<file path="src/rtl/mem_port_arbiter.sv">
// mem_port_arbiter
// Shares one single-port 16-bit-word memory between the fetch stage (read-only)
// and the memory stage (load/store). One access is granted per cycle. The data
// side normally wins, but a fetch request that has been denied STARVE_MAX cycles
// in a row is forced through. Read data has a 1-cycle latency and is routed back
// to whichever side issued the read. Requesters that lose see !gnt and stall.
//
// Ports
//   clk_i, rst_i          clock; synchronous active-high reset
//   f_req_i/f_addr_i      fetch read request and word address
//   f_kill_i              flush: discard any pending fetch response
//   f_gnt_o               fetch access issued this cycle (combinational)
//   f_rvalid_o/f_rdata_o  fetch read response
//   d_req_i/d_we_i        data request; d_we_i=1 store, 0 load
//   d_addr_i/d_wdata_i    data address and store data
//   d_gnt_o               data access issued this cycle (combinational)
//   d_rvalid_o/d_rdata_o  load response
//   mem_*_o               memory command (combinational)
//   mem_rdata_i           memory read data, valid the cycle after a read enable
module mem_port_arbiter #(
    parameter int AW         = 16,
    parameter int STARVE_MAX = 3
) (
    input  logic          clk_i,
    input  logic          rst_i,
    input  logic          f_req_i,
    input  logic [AW-1:0] f_addr_i,
    input  logic          f_kill_i,
    output logic          f_gnt_o,
    output logic          f_rvalid_o,
    output logic [15:0]   f_rdata_o,
    input  logic          d_req_i,
    input  logic          d_we_i,
    input  logic [AW-1:0] d_addr_i,
    input  logic [15:0]   d_wdata_i,
    output logic          d_gnt_o,
    output logic          d_rvalid_o,
    output logic [15:0]   d_rdata_o,
    output logic          mem_en_o,
    output logic          mem_we_o,
    output logic [AW-1:0] mem_addr_o,
    output logic [15:0]   mem_wdata_o,
    input  logic [15:0]   mem_rdata_i
);

    localparam int SW = $clog2(STARVE_MAX + 1);
    localparam logic [SW-1:0] STARVE_LIM  = SW'(STARVE_MAX);
    localparam logic [SW-1:0] STARVE_ONE  = SW'(1);
    localparam logic [SW-1:0] STARVE_ZERO = SW'(0);

    // Owner of the read response arriving next cycle.
    localparam logic [1:0] OWN_NONE  = 2'd0;
    localparam logic [1:0] OWN_FETCH = 2'd1;
    localparam logic [1:0] OWN_DATA  = 2'd2;

    logic [SW-1:0] starve_q, starve_d;
    logic [1:0]    owner_q, owner_d;
    logic          force_f_s;
    logic          f_gnt_s;
    logic          d_gnt_s;
    logic          f_rvalid_s;
    logic          d_rvalid_s;

    // Grant decision: data wins unless fetch has hit its starvation limit.
    always_comb begin
        force_f_s = f_req_i && (starve_q == STARVE_LIM);
        d_gnt_s   = !rst_i && d_req_i && !force_f_s;
        f_gnt_s   = !rst_i && f_req_i && !d_gnt_s;
    end

    assign f_gnt_o = f_gnt_s;
    assign d_gnt_o = d_gnt_s;

    // Memory command mux; drives zeros when no access is issued.
    always_comb begin
        mem_en_o    = f_gnt_s | d_gnt_s;
        mem_we_o    = d_gnt_s && d_we_i;
        mem_addr_o  = {AW{1'b0}};
        mem_wdata_o = 16'h0000;
        if (d_gnt_s) begin
            mem_addr_o  = d_addr_i;
            mem_wdata_o = d_wdata_i;
        end else if (f_gnt_s) begin
            mem_addr_o  = f_addr_i;
        end else begin
            mem_addr_o  = {AW{1'b0}};
            mem_wdata_o = 16'h0000;
        end
    end

    // Starvation counter next state: counts consecutive denied fetch cycles.
    always_comb begin
        starve_d = STARVE_ZERO;
        if (f_req_i && !f_gnt_s) begin
            if (starve_q == STARVE_LIM) begin
                starve_d = STARVE_LIM;
            end else begin
                starve_d = starve_q + STARVE_ONE;
            end
        end else begin
            starve_d = STARVE_ZERO;
        end
    end

    // Response owner next state; a fetch killed in its grant cycle still
    // uses the memory slot but leaves no response owner behind.
    always_comb begin
        owner_d = OWN_NONE;
        if (f_gnt_s && !f_kill_i) begin
            owner_d = OWN_FETCH;
        end else if (d_gnt_s && !d_we_i) begin
            owner_d = OWN_DATA;
        end else begin
            owner_d = OWN_NONE;
        end
    end

    // State registers with synchronous reset.
    always_ff @(posedge clk_i) begin
        if (rst_i) begin
            starve_q <= STARVE_ZERO;
            owner_q  <= OWN_NONE;
        end else begin
            starve_q <= starve_d;
            owner_q  <= owner_d;
        end
    end

    // Response routing: read data passes straight through to its owner.
    // Reset hides any response still in flight; a kill in the response
    // cycle suppresses only the fetch side.
    always_comb begin
        f_rvalid_s = 1'b0;
        d_rvalid_s = 1'b0;
        case (owner_q)
            OWN_FETCH: f_rvalid_s = !rst_i && !f_kill_i;
            OWN_DATA:  d_rvalid_s = !rst_i;
            OWN_NONE:  begin
                f_rvalid_s = 1'b0;
                d_rvalid_s = 1'b0;
            end
            default:   begin
                f_rvalid_s = 1'b0;
                d_rvalid_s = 1'b0;
            end
        endcase
    end

    assign f_rvalid_o = f_rvalid_s;
    assign d_rvalid_o = d_rvalid_s;
    assign f_rdata_o  = f_rvalid_s ? mem_rdata_i : 16'h0000;
    assign d_rdata_o  = d_rvalid_s ? mem_rdata_i : 16'h0000;

endmodule

</file>
<file path="config.mk">
export PLATFORM = sky130hd
export DESIGN_NAME = mem_port_arbiter
export DESIGN_NICKNAME = d
export VERILOG_FILES = /design/src/rtl/mem_port_arbiter.sv
export SDC_FILE = /design/constraint.sdc
export NUM_CORES = 1
export LEC_CHECK = 0
export CORE_ASPECT_RATIO = 0.7
export CORE_MARGIN = 2
export CORE_UTILIZATION = 17
export CTS_CLUSTER_DIAMETER = 40
export DETAILED_ROUTE_END_ITERATION = 6
export PLACE_DENSITY = 0.75
export REMOVE_ABC_BUFFERS = 1
export SLEW_MARGIN = 20
export SYNTH_ARGS = -nofsm -noshare
export SYNTH_HDL_FRONTEND = slang
export SYNTH_SLANG_ARGS = --single-unit
</file>
<file path="constraint.sdc">
create_clock -name clk_i -period 1.5 [get_ports clk_i]
set_input_delay 0.3 -clock clk_i [delete_from_list [all_inputs] [get_ports clk_i]]
set_output_delay 0.3 -clock clk_i [all_outputs]
set_load 0.03 [all_outputs]
</file>
Word-level counts from Yosys, hierarchy flattened --
Cells that the tools add are included.
Word-level totals: bits in registers 4, latch bits 0, RAM bits 0, memory bits (read-only) 0, output and inout port bits 70, logic and storage cells 37, memories 0
Cells by class: add/sub/neg operators 1, $mul 0, div/mod/pow operators 0, magnitude comparators 0, eq/ne operators 3, shift operators 0, muxes and demuxes 10, bitwise gates (word level) 2, reduce and logical (&&, ||, !) cells 18
Operator list (number):
- 16-bit 2-to-1 mux | 5
- 1-bit logical AND | 10
- 1-bit zero test | 6
- 2-bit == test, second input constant | 2
- 2-bit 2-to-1 mux | 2
- 2-bit OR reduction | 2
- 1-bit 2-to-1 mux | 3
- 2-bit by 1-bit adder with 2-bit output, second input constant | 1
- 2-bit by 1-bit == test with 1-bit output, second input constant | 1
- 1-bit inverter | 1
- 1-bit bitwise OR | 1

Logic depth before layout (Yosys ltp) --
Gate-level depths: netlist (run 1).
depth in word-level cells 10, mapped depth 4, mapped depth without buffers 3

Worst setup path after synthesis (run 1) --
OpenSTA, ideal clock, no wires.
kind flip-flop to output port, start point register starve_q[0], end point output mem_wdata_o[10], arrival 1.322 ns, required time 1.200 ns, setup slack -0.122 ns, stages on the path, launching flop included 4, buffers on the path 1, cells stage by stage dfxtp_1 -> a311oi_4 -> buf_6 -> and2_1
Between the ends: word-level cells in the longest chain between the ends 5
RTL lines:
- start, declared | line 56 | logic [SW-1:0] starve_q, starve_d;
- start signal, assigned | line 124 | starve_q <= starve_d;
- 2-bit == test | line 66 | force_f_s = f_req_i && (starve_q == STARVE_LIM);
- 1-bit logical AND | line 66
- 1-bit zero test | line 67 | d_gnt_s = !rst_i && d_req_i && !force_f_s;
- 1-bit logical AND | line 67
- named net d_gnt_o | line 36 | output logic d_gnt_o,
- 16-bit 2-to-1 mux | line 80 | if (d_gnt_s) begin
- end, declared | line 42 | output logic [15:0] mem_wdata_o,
The timed path passes the listed nets, and every way through them passes these cells.

Final worst setup path (run 1) --
start point register starve_q[0], end point output mem_addr_o[13]
Between the ends: word-level cells in the longest chain between the ends 8
RTL lines:
- 2-bit == test * | line 66
- 1-bit logical AND * | line 66
- 1-bit zero test * | line 67
- 1-bit logical AND * | line 67
- 1-bit zero test | line 68 | f_gnt_s = !rst_i && f_req_i && !d_gnt_s;
- 1-bit logical AND | line 68
- 16-bit 2-to-1 mux | line 83 | end else if (f_gnt_s) begin
- 16-bit 2-to-1 mux * | line 80
- end, declared | line 41 | output logic [AW-1:0] mem_addr_o,
Mark *: on every way between the ends. The rest lies on a longest branch, timed or not.

==> out/metrics.yaml, run 1 <==
fmax_ghz: 0.551
portBuffers: 139
final_common_cell: "buf_6"
arrival_ps: 1510
start_util_pct: 17.9
antenna_found_initial: 0
maxSlewViolCount: 0
status: "finished with violations"
cts_root_buffer: "clkbuf_8"
r2r_slack_ps: 330
drive_gt1_share_pct: 61.0
insertedDiodeCount: 0
crit_path_max_fanout: 5
crit_slowest_cell: "dfxtp_2"
synth_top_family_by_area: "simple AND/OR/NAND/NOR gates"
syn_avg_cell_area_um2: 7.91
synth_adder_area_share_pct: 0
critical_path.top_delay_family: "buffers and inverters"
hold_viol_final: 0
pin_count: 140
drtIter0Drc: 30
finalNonFillerCells: 306
ys_seq_elements: 4
end_kind: "output pin"
whs_path_depth: 4
fin_crit_sh_pct: 121
p_leak_nw: 1.27
die-area_um2: 4730
wire_per_inst_um: 15.7
wl_um: 4820
setup_viol: 68
synthXorXnorAreaFrac_pct: 1.23
yosys.cell_types.count: 17
fin_ws_ps: -315
rsz0062_at_grt: "true"
power_density_nw_per_um2: 365
max_stage_delay_ps: 320
min_path_type: "input pin to flip-flop"
synth_ff_type: "dfxtp_1"
avgViaCountPerCell: 4.18
hpwl_um: 3140
nets: 326
r2r-start: "starve_q[0]"
synth_edf_count: 0
clock_latency_ps: 220
clock_skew_ps: 1.08
num_rows: 19
yosys.area_share.simple_pct: 54.7
r2r-end: "owner_q[1]"
critPathRequiredTime_ps: 1200
vias: 1278
core_um2: 3970
hold_end: "starve_q[1]"
relSlewSlack_pct: 76.1
maxCapViolations: 0
synthMuxAreaShare_pct: 0
violations: "setup timing"
final_cell_mix: "buf_6, clkdlybuf4s50_1, and2_4"
cts_tree: "yes"
placed_cells: 286
die_y_um: 58.1
grt-ovfl-total: 0
path_buf_inv: 4
period_minus_slack_ps: 1810
drt_first_pass_iters: 3
min_from: "rst_i"
grt_max_degree: 18
startpoint_type: "flip-flop"
grt_usage_pct: 19.8
rr_worst_depth: 4
ir_worst_vdd_v: 0.000399
worst_pin_slew_ps: 357
yosysSeqAreaShare_pct: 11.2
synth_compound_area_share_pct: 24.6
critPathKind: "flip-flop to output pin"
cts_buffers: 3
syn_inst: 90
area_growth_pct: 289
grt_first_pass_wirelength_um: 6980
async_reset_ff_share_pct: 0
syn_area_um2: 712
tns_ps: -13500
crit_chain: "a311oi_4 > buf_6 > buf_12 > buf_12 > a22o_1 > buf_6"
post-route-drc-count: 0
gp_congestion: 0.794
drtAntennaViolNets: 0
synth_warnings: 0
cts_max_path_buffers: 2
grt_pass1_vias: 1345
clk_pin_slew_ps: 30
htree_levels: 1
cts_sinks: 4
die_w_um: 81.3
-- cell type report --
| cell class | count | area (um^2) |
|---|---|---|
| Timing Repair Buffer | 167 | 1870 |
| Fill cell | 316 | 1200 |
| Multi-Input combinational cell | 79 | 703 |
| Sequential cell | 4 | 85.1 |
| Tap cell | 52 | 65.1 |
| Clock buffer | 3 | 41.3 |
| Inverter | 1 | 3.75 |
-- logic make-up (layout without fill, tap and decap cells) --
family,Yosys count,in the layout
buf+inv,7,171
compound gates,18,18
flops,4,4
xor+xnor,1,1
simple gates,60,60
-- worst max-delay path by stage --
stage,from,end,cells after the start
3_3_place_gp,rst_i,f_rdata_o[4],6
6_report,starve_q[0],mem_addr_o[13],6
2_1_floorplan,starve_q[0],mem_addr_o[0],2
5_1_grt,starve_q[0],mem_addr_o[13],6
4_1_cts,starve_q[0],mem_addr_o[5],6
3_5_place_dp,rst_i,f_rdata_o[14],6
-- power by group --
| part | total (mW) | internal (mW) | switching [mW] |
|---|---|---|---|
| logic | 0.662 | 0.398 | 0.265 |
| registers | 0.114 | 0.111 | 0.00333 |
| clock network | 0.234 | 0.172 | 0.0621 |
-- per-stage QoR --
step / worst slack (ps) / cell area, um^2 / power [mW] / util [%] / hold slack [ps]
after floorplan: -576 / 657 / 0.309 / - / 372
after global placement: -530 / 2050 / 0.623 / 51.5 / 598
after detailed placement: -578 / 2050 / 0.626 / 51.5 / 616
after CTS: -324 / 2690 / 1.00 / 67.9 / 555
after global routing: -368 / 2770 / 1.05 / 69.7 / 507
final: -315 / 2770 / 1.01 / 69.7 / 489
-- sequential cells by signal, summed over array words and instances, names as in the netlist --
signal / count
starve_q: 2
owner_q: 2
-- worst min-delay path, cell delays in order --
cell	delay, ps
buf_6	90
buf_4	100
nand3b_1	120
nor2_1	50
-- cell usage after synthesis (all sizes together) (4+ instances only) --
library cell	number	share of area, %
a22o	16	20
and2	49	43
buf	6	7.7
dfxtp	4	11
nor2	4	2.1
-- what timing repair did --
item | 4_1_cts | 5_1_grt
pin swaps | 47 | 5
gates cloned | 8 | 1
gates resized for setup | 137 | 13
hold buffers | 0 | 0
endpoints found under the setup margin | 70 | 69
buffers inserted | 7 | 2
-- metal layers --
metal | vias up | GRT usage (%) | share of wire, %
li1 | 640 | - | -
met1 | 590 | 23.9 | 41
met2 | 40 | 34.5 | 53
met3 | 8 | 4.83 | 5.2
met4 | 0 | 6.05 | 1.6
met5 | - | 0 | 0
(Power assumes the default switching activity.)
==> inputs of run 2 (changes only) <==
CTS_CLUSTER_DIAMETER = 60   (was 40)
SETUP_SLACK_MARGIN = 0.05   (was not set)
==> out/metrics.yaml, run 2 (same netlist as run 1, synthesis figures left out) <==
arrival_ps: 1520
postPlaceCellArea_um2: 2050
final_cell_mix: "buf_6, clkdlybuf4s50_1, and2_4"
fmax_ghz: 0.550
area_growth_pct: 290
clock_latency_ps: 220
end_kind: "output pin"
grt_max_degree: 18
min_from: "rst_i"
hold_viol_final: 0
maxSlewViolCount: 0
rsz0062_at_grt: "true"
pwr-share-clk_pct: 23.1
portBuffers: 139
period_minus_slack_ps: 1820
cts_tree: "yes"
status: "finished with violations"
violations: "setup timing"
ir_worst_vdd_v: 0.000399
critPathKind: "flip-flop to output pin"
hold_end: "starve_q[1]"
grt_pass1_vias: 1343
r2r_slack_ps: 330
swShare_pct: 32.7
p_int_mw: 0.682
start_util_pct: 17.9
wire_per_inst_um: 15.8
max_stage_delay_ps: 320
p_switching_mw: 0.331
placed_cells: 286
power_density_nw_per_um2: 365
nets: 327
clk_pin_slew_ps: 30
cts_sinks: 4
num_rows: 19
die_w_um: 81.3
finalNonFillerCells: 307
vias: 1270
rr_worst_depth: 4
wl_um: 4860
post-route-drc-count: 0
grt_first_pass_wirelength_um: 6960
whs_path_depth: 4
setup_viol: 69
drt_first_pass_iters: 4
design_area_um2: 2780
power_mw: 1.01
critPathRequiredTime_ps: 1200
insertedDiodeCount: 0
p_leak_nw: 1.27
core_um2: 3970
crit_chain: "a311oi_4 > buf_6 > buf_12 > buf_12 > a22o_1 > buf_6"
tns_ps: -13570
crit_slowest_cell: "dfxtp_2"
cts_root_buffer: "clkbuf_8"
worst_pin_slew_ps: 354
clock_skew_ps: 1.13
crit_path_max_fanout: 5
avgViaCountPerCell: 4.14
utilization_pct: 70.0
relSlewSlack_pct: 76.3
pin_count: 140
die-area_um2: 4730
drtIter0Drc: 28
htree_levels: 1
cts_max_path_buffers: 2
p_seq_share_pct: 11.3
die_y_um: 58.1
fin_ws_ps: -317
final_common_cell: "buf_6"
drtAntennaViolNets: 0
p_comb_share_pct: 65.6
grt_usage_pct: 19.7
r2r-end: "owner_q[1]"
maxCapViolations: 0
fin_crit_sh_pct: 121
drive_gt1_share_pct: 61.2
largestRegisters: "owner_q: 2 flops, starve_q: 2 flops"
startpoint_type: "flip-flop"
r2r-start: "starve_q[0]"
antenna_found_initial: 0
gp_congestion: 0.794
cts_buffers: 3
min_path_type: "input pin to flip-flop"
hpwl_um: 3140
grt-ovfl-total: 0
==> run 2: cell types whose count changed in the layout (fill, tap and decap cells not counted) <==
cell,change
buf_6,+1
==> run 2: cell type report <==
cell class	count	area [um^2]
timing repair buffer	168	1880
fill	317	1190
multi-input combinational	79	703
sequential	4	85.1
tap	52	65.1
clock buffer	3	41.3
inverter	1	3.75
==> run 2: how the worst max path moves through the flow <==
stage / start / to / slack [ps]
2_1_floorplan: starve_q[0] / mem_addr_o[0] / -580
3_3_place_gp: rst_i / f_rdata_o[4] / -530
3_5_place_dp: rst_i / f_rdata_o[14] / -580
4_1_cts: starve_q[0] / mem_addr_o[5] / -320
5_1_grt: starve_q[0] / mem_addr_o[13] / -370
6_report: starve_q[0] / mem_addr_o[13] / -320
==> run 2: timing repair <==
action                     in CTS  in global routing
gates resized for setup       138                 13
gates cloned                    8                  1
setup buffers                   7                  3
hold buffers                    0                  0
pin swaps                      47                  5
setup endpoints to repair      70                 69
==> run 2: per-stage QoR <==
stage                     hold WS [ps]  setup slack [ps]
after detailed placement           616              -578
after global placement             598              -530
after global routing               507              -368
after CTS                          555              -324
after floorplan                    372              -576
final                              490              -317
==> run 2: power by group through the flow <==
| stage | Sequential [mW] | Clock, mW | Combinational (mW) |
|---|---|---|---|
| 2_1_floorplan | 0.115 | 0 | 0.194 |
| 3_3_place_gp | 0.115 | 0 | 0.508 |
| 3_5_place_dp | 0.115 | 0 | 0.511 |
| 4_1_cts | 0.114 | 0.243 | 0.646 |
| 5_1_grt | 0.115 | 0.247 | 0.694 |
| 6_report | 0.114 | 0.234 | 0.665 |
==> run 2: worst max-delay path: cells and delay by family, from the launching register on <==
kind / cells / cell delay [ps]
AO/OA/AOI/OAI: 2 / 460
flip-flops: 1 / 320
buffers and inverters: 4 / 510
==> run 2: metal layers <==
layer / vias to the layer above / global-route usage (%) / share of wire (%)
met2: 37 / 34.4 / 52
met3: 8 / 4.21 / 4.6
li1: 641 / - / -
met5: - / 0 / 0
met1: 584 / 24.2 / 42
met4: 0 / 6.05 / 1.6
==> inputs of run 3 (changes only) <==
CORE_UTILIZATION = 19   (was 17)
PLACE_DENSITY = 0.8   (was 0.75)
clock period = 1.95 ns   (was 1.5 ns; I/O delays follow)
==> out/metrics.yaml, run 3 (same netlist as run 1, synthesis figures left out) <==
tns_ps: 0
hpwl_um: 2780
min_path_type: "input pin to flip-flop"
worst_pin_slew_ps: 328
nets: 316
end_kind: "output pin"
insertedDiodeCount: 0
maxCapViolations: 0
die_w_um: 77.2
drt_first_pass_iters: 4
start_util_pct: 20.0
gp_congestion: 0.745
drtIter0Drc: 30
rsz0062_at_grt: "true"
clock_skew_ps: 2.01
critPathRequiredTime_ps: 1560
critPathKind: "input pin to output pin"
startpoint_type: "input pin"
avgViaCountPerCell: 4.13
clock_latency_ps: 210
die-area_um2: 4260
p_leak_nw: 1.10
htree_levels: 1
die_y_um: 55.2
num_rows: 18
hold_viol_final: 0
period_minus_slack_ps: 1900
grt-ovfl-total: 0
cts_sinks: 4
grt_pass1_vias: 1199
setup_viol: 0
grt_max_degree: 18
power_mw: 0.693
largestRegisters: "owner_q: 2 flops, starve_q: 2 flops"
area_growth_pct: 228
pin_count: 140
clk_pin_slew_ps: 30
grt_first_pass_wirelength_um: 5930
fin_ws_ps: 52.6
drtAntennaViolNets: 0
arrival_ps: 1510
crit_path_max_fanout: 4
grt_usage_pct: 17.0
finalNonFillerCells: 294
fin_crit_sh_pct: 97.3
power_density_nw_per_um2: 296
status: "complete, no violations"
final_common_cell: "clkdlybuf4s50_1"
pre_cts_slack_ps: -335
wl_um: 3790
core_um2: 3560
cts_max_path_buffers: 2
vias: 1214
cts_tree: "yes"
nFillCells: 297
cts_buffers: 3
drive_gt1_share_pct: 44.7
postPlaceCellArea_um2: 2020
post-route-drc-count: 0
cts_root_buffer: "clkbuf_8"
portBuffers: 139
final_cell_mix: "clkdlybuf4s50_1, buf_4, and2_1"
design_area_um2: 2340
relSlewSlack_pct: 78.0
antenna_found_initial: 0
ir_worst_vdd_v: 0.000236
placed_cells: 281
fmax_ghz: 0.527
wire_per_inst_um: 12.9
maxSlewViolCount: 0
==> run 3: changes by cell type in the layout (fill, tap and decap cells not counted), sizes merged <==
cell | previous run | this run
dlygate4sd2 | 2 | 0
buf | 99 | 91
clkbuf | 4 | 3
==> run 3: path summary, 6_finish.rpt <==
check	depth (start not counted)	startpoint	to	slack, ps
worst max-delay path	7	f_req_i	mem_addr_o[1]	50
worst min register to register	2	starve_q[0]	starve_q[0]	560
worst min-delay path	3	f_req_i	starve_q[1]	510
worst max register to register	4	starve_q[1]	owner_q[1]	850
==> run 3: layout make-up <==
| type | instances | area, um^2 | area share (%) |
|---|---|---|---|
| clock buffer | 3 | 41.3 | 1.77 |
| inverter | 1 | 3.75 | 0.161 |
| multi-input combinational | 79 | 593 | 25.4 |
| sequential | 4 | 87.6 | 3.75 |
| tap | 50 | 62.6 | 2.68 |
| timing repair buffer | 157 | 1550 | 66.3 |
==> run 3: power by group <==
group	internal [mW]	switching [mW]	total, mW
logic	0.257	0.181	0.439
clock network	0.131	0.0380	0.169
registers	0.0830	0.00238	0.0854
total	0.472	0.222	0.693
==> run 3: per-layer routing <==
layer	global-route usage (%)	vias to the layer above	share of wire, %
met4	4.34	0	0
met3	3.10	0	5.9
met5	0	-	0
li1	-	619	-
met1	20.5	546	39
met2	30.9	49	55
==> run 3: stage by stage <==
stage / util, % / hold WS [ps]
floorplan: - / 462
global route: 65.7 / 524
finish: 65.7 / 510
global placement: 56.8 / 487
detailed placement: 56.8 / 493
CTS: 64.2 / 504
==> run 3: worst max-delay path: stages <==
cell and delay, ps:
buf_4 130, a311oi_4 310, buf_6 160, buf_6 120, buf_16 110, a22o_1 140
buf_6 130
==> run 3: repair_timing <==
| action | in CTS | in global routing |
|---|---|---|
| buffers inserted | 4 | 1 |
| pin swaps | 13 | 11 |
| setup endpoints to repair | 69 | 27 |
| gates resized for setup | 49 | 20 |
| hold buffers | 0 | 0 |
| gates cloned | 5 | 0 |
==> RTL change 1, RTL diff (config.mk and constraints of run 1) <==
Set the parameter `STARVE_MAX` to 2 (it was 3).
--- a/src/rtl/mem_port_arbiter.sv
+++ b/src/rtl/mem_port_arbiter.sv
@@ -21,3 +21,3 @@
     parameter int AW         = 16,
-    parameter int STARVE_MAX = 3
+    parameter int STARVE_MAX = 2
 ) (
Formal check against the unedited RTL: not equivalent (a bounded check fails within 4 cycles, from zero or initial values and one cycle with rst_i high).
==> RTL change 1 against run 1 <==
The run still ends with negative setup slack left; cell count rose by 6.2%; routed wire length fell by 6.2%; register-to-register slack got worse by 20 ps; clock power fell by 5%; sequential share of layout area barely moved; worst hold slack got worse by 200 ps; total power fell by 3.0%; setup slack improved by 37 ps; sequential cell count did not move; synthesized area rose by 11%; synthesized cell count rose by 24%; die area rose by 9.9%; design area fell by 0.72%.
==> RTL change 1: results (changes against run 1) <==
stage;metric;value;unit;change
outcome;outcome;finished with violations;;
outcome;violations;negative setup slack;;
sta;clock-skew-final;3.77;ps;+2.69 ps
finish;drive_gt1_share;60.4;%;-0.65 points
route;drt-wirelength-per-cell;13.9;um;-12%
finish;final_cells;325;;+6.2%
global_routing;grt_pass1_vias;1280;;-4.8%
logic_synthesis;synthCells;112;;+24%
global_routing;grt_max_degree;19;;+1
sta;tns;-11490;ps;+2010 ps
pwr;pg_clk;223;uW;-5%
route;drtIter0Drc;22;;-27%
global_routing;grt_pass1_wl;6.39;mm;-8.4%
place;hpwl;3.09;mm;-1.4%
logic_synthesis;synth.area.top_cells;and2_1 39%, a32oi_1 18%, dfxtp_1 10%, nor2_1 10%, buf_2 3.8%;;
global_routing;grt_usage;15.5;%;-4.2 points
pwr;p_clk_share;22.7;%;-0.4 points
worst_setup_path;cp_max_fo;8;;+3
sta;worstMarginPinSlew;301;ps;-55.4 ps
sta;setup_ws;-278;ps;+37.0 ps
pwr;pg_comb;644;uW;-3%
pwr;p_leak;0.00125;uW;-1.6%
place;gp_congestion;0.725;;-8.6%
sta;setup_viol;68;;unchanged
place;dp.cells;309;;+8.0%
route;via_per_inst;4.33;;+3.7%
==> RTL change 1: changes by cell type after synthesis, sizes merged, moves of 2 or more <==
cell    before  now
nor2         4   21
a22o        16    0
a32oi        0   16
buf          6   10
a21boi       0    2
==> RTL change 1: worst paths after layout <==
check                              start                      to  slack, ps  cells after the start
setup / recovery  starve_q[0]$_SDFF_PP0_           mem_addr_o[4]       -280                      7
hold / removal                  f_kill_i   owner_q[0]$_SDFF_PP0_        290                      2
setup reg to reg  starve_q[0]$_SDFF_PP0_   owner_q[0]$_SDFF_PP0_        310                      7
hold reg to reg   starve_q[0]$_SDFF_PP0_  starve_q[0]$_SDFF_PP0_        400                      1
==> RTL change 1: logic make-up after synthesis <==
kind of cell    synth area share (%)
buf+inv                         8.58
flops                           10.2
compound gates                  21.6
simple gates                    58.0
fa+ha+maj                       1.59
==> RTL change 1: worst max-delay path: cells and delay by family (launching register included) <==
kind            cells  cell delay, ps
fa+ha+maj           1             170
buf+inv             3             390
compound gates      2             260
flops               1             320
simple gates        1             110
==> RTL change 1: layout make-up <==
cell class	count	area (um2)	area share, %
Inverter	1	3.75	0.137
Sequential cell	4	85.1	3.10
Tap cell	55	68.8	2.50
Clock buffer	3	41.3	1.50
Timing Repair Buffer	165	1740	63.3
Multi-Input combinational cell	97	808	29.4
==> RTL change 1: per-layer routing <==
metal	vias to the layer above	global-route usage, %	share of wire, %
met3	0	4.08	7.2
met1	636	18.7	40
met2	67	29.7	52
met5	-	0	0
li1	704	-	-
met4	0	0.680	0
==> RTL change 1: repair_timing <==
item                       in CTS  in global routing
setup endpoints to repair      70                 70
pin swaps                      48                 18
gates resized for setup       129                 17
setup buffers                   2                  4
cloned                          7                  1
==> RTL change 2, RTL diff (settings of run 1) <==
Without the edit above. Make the reset (`rst_i`) asynchronous in one clocked block. Comments in the files are not updated.
--- a/src/rtl/mem_port_arbiter.sv
+++ b/src/rtl/mem_port_arbiter.sv
@@ -118,3 +118,3 @@
     // State registers with synchronous reset.
-    always_ff @(posedge clk_i) begin
+    always_ff @(posedge clk_i or posedge rst_i) begin
         if (rst_i) begin
Function: no difference found for any inputs over 10 cycles, from zero or initial values and one cycle with rst_i high; that may be too few to reach the edited logic, so the function may still have changed.
==> RTL change 2 against run 1 <==
The flow still finishes with violations (negative setup slack); non-clock buffer count shrank 2; setup slack lost 7.3 ps; register-to-register slack worse by 180 ps; total power rose by 4.5%; critical endpoint is now f_rdata_o[1]; count of clock-buffer cells in the layout is the same; sequential cell count stayed put; routed wire length increased by 5.9%; synthesized area is 1.1% lower; synthesized cell count up 4.4%; highest routed layer unchanged; design area decreased by 4.7%; clock power grew 5%; first-iteration DRC count up 6.7%.
==> RTL change 2: results (changes against run 1) <==
stage;metric;value;unit;change
finish;num-multi-input-gates;80;;+1.3%
outcome;violations;negative setup slack;;
logic_synthesis;yosysSeqAreaShare;14.2;%;+3.0 points
worst_setup_path;cp_slowest_cell;dfrtp_1;;
sta;setup_viol;69;;+1.5%
sta;worstMarginPinSlew;342;ps;-15.1 ps
worst_setup_path;r2r-start;starve_q[0]$_DFF_PP0_;;
pwr;p_leak;0.00125;uW;-1.5%
place;gp_congestion;0.823;;+3.7%
logic_synthesis;synth_cell_types;19;;+2
logic_synthesis;synth_async_sr_flop_share;100;%;+100 points
finish;clock_cell_area_share;1.56;%;+0.073 points
logic_synthesis;synth_common_cells;49 x and2_1, 16 x a22o_1, 4 x buf_2, 4 x dfrtp_1, 4 x nor2_1;;
global_routing;grt_pass1_vias;1282;;-4.7%
pwr;pg_comb;687;uW;+3.8%
place;pre_cts_slack;-543;ps;+34.4 ps
worst_setup_path;worst-r2r-setup-slack;150;ps;-180 ps
finish;seq_share;3.79;%;+0.72 points
pwr;irDropWorstVdd;0.000412;V;+3.3%
pwr;pg_clk;246;uW;+5%
finish;drive_gt1_share;54.7;%;-6.3 points
global_routing;grt_max_degree;19;;+1
route;via_per_inst;4.23;;+1.2%
place;placed_area;2030;um2;-0.92%
worst_setup_path;critPathTopFamily;simple AND/OR/NAND/NOR gates;;
worst_setup_path;endpoint;f_rdata_o[1];;
logic_synthesis;synth.area.top_cells;and2_1 44%, a22o_1 20%, dfrtp_1 14%, nor4b_4 3.4%, buf_6 3.2%;;
sta;setup_ws;-322;ps;-7.29 ps
finish;n_fill_cell;333;;+5.4%
outcome;outcome;finished with violations;;
global_routing;grt_pass1_wl;7.25;mm;+4.0%
finish;multi_input_area_share;24.7;%;-0.75 points
## RTL change 2: cell types whose count changed after synthesis, moves of 2 or more
cell     change
dfrtp_1      +4
dfxtp_1      -4
buf_2        +2
buf_6        -2
o21ai_0      +2
## RTL change 2: layer usage
layer  share of wire (%)  track usage, %  routed length (um)
met1                  42            25.7                2120
met2                  55            37.5                2790
met3                 2.2            3.12                 110
met4                 1.5            5.33                  78
met5                   0               0                   0
## RTL change 2: metrics by stage
| step | total power (uW) | utilization (%) | instances |
|---|---|---|---|
| floorplan | 327 | - | 86 |
| global placement | 647 | 51.4 | 286 |
| detailed placement | 650 | 51.4 | 286 |
| CTS | 1030 | 65.5 | 301 |
| global route | 1100 | 66.9 | 306 |
| finish | 1060 | 66.9 | 306 |
## RTL change 2: kinds of logic (layout without fill, tap and decap cells)
family	count (synthesis)	count (layout)	share of synthesized area, %
AOI/OAI and AO/OA	19	19	22.0
and+or+nand+nor	61	61	54.9
DFF	4	4	14.2
buffers and inverters	10	170	8.88
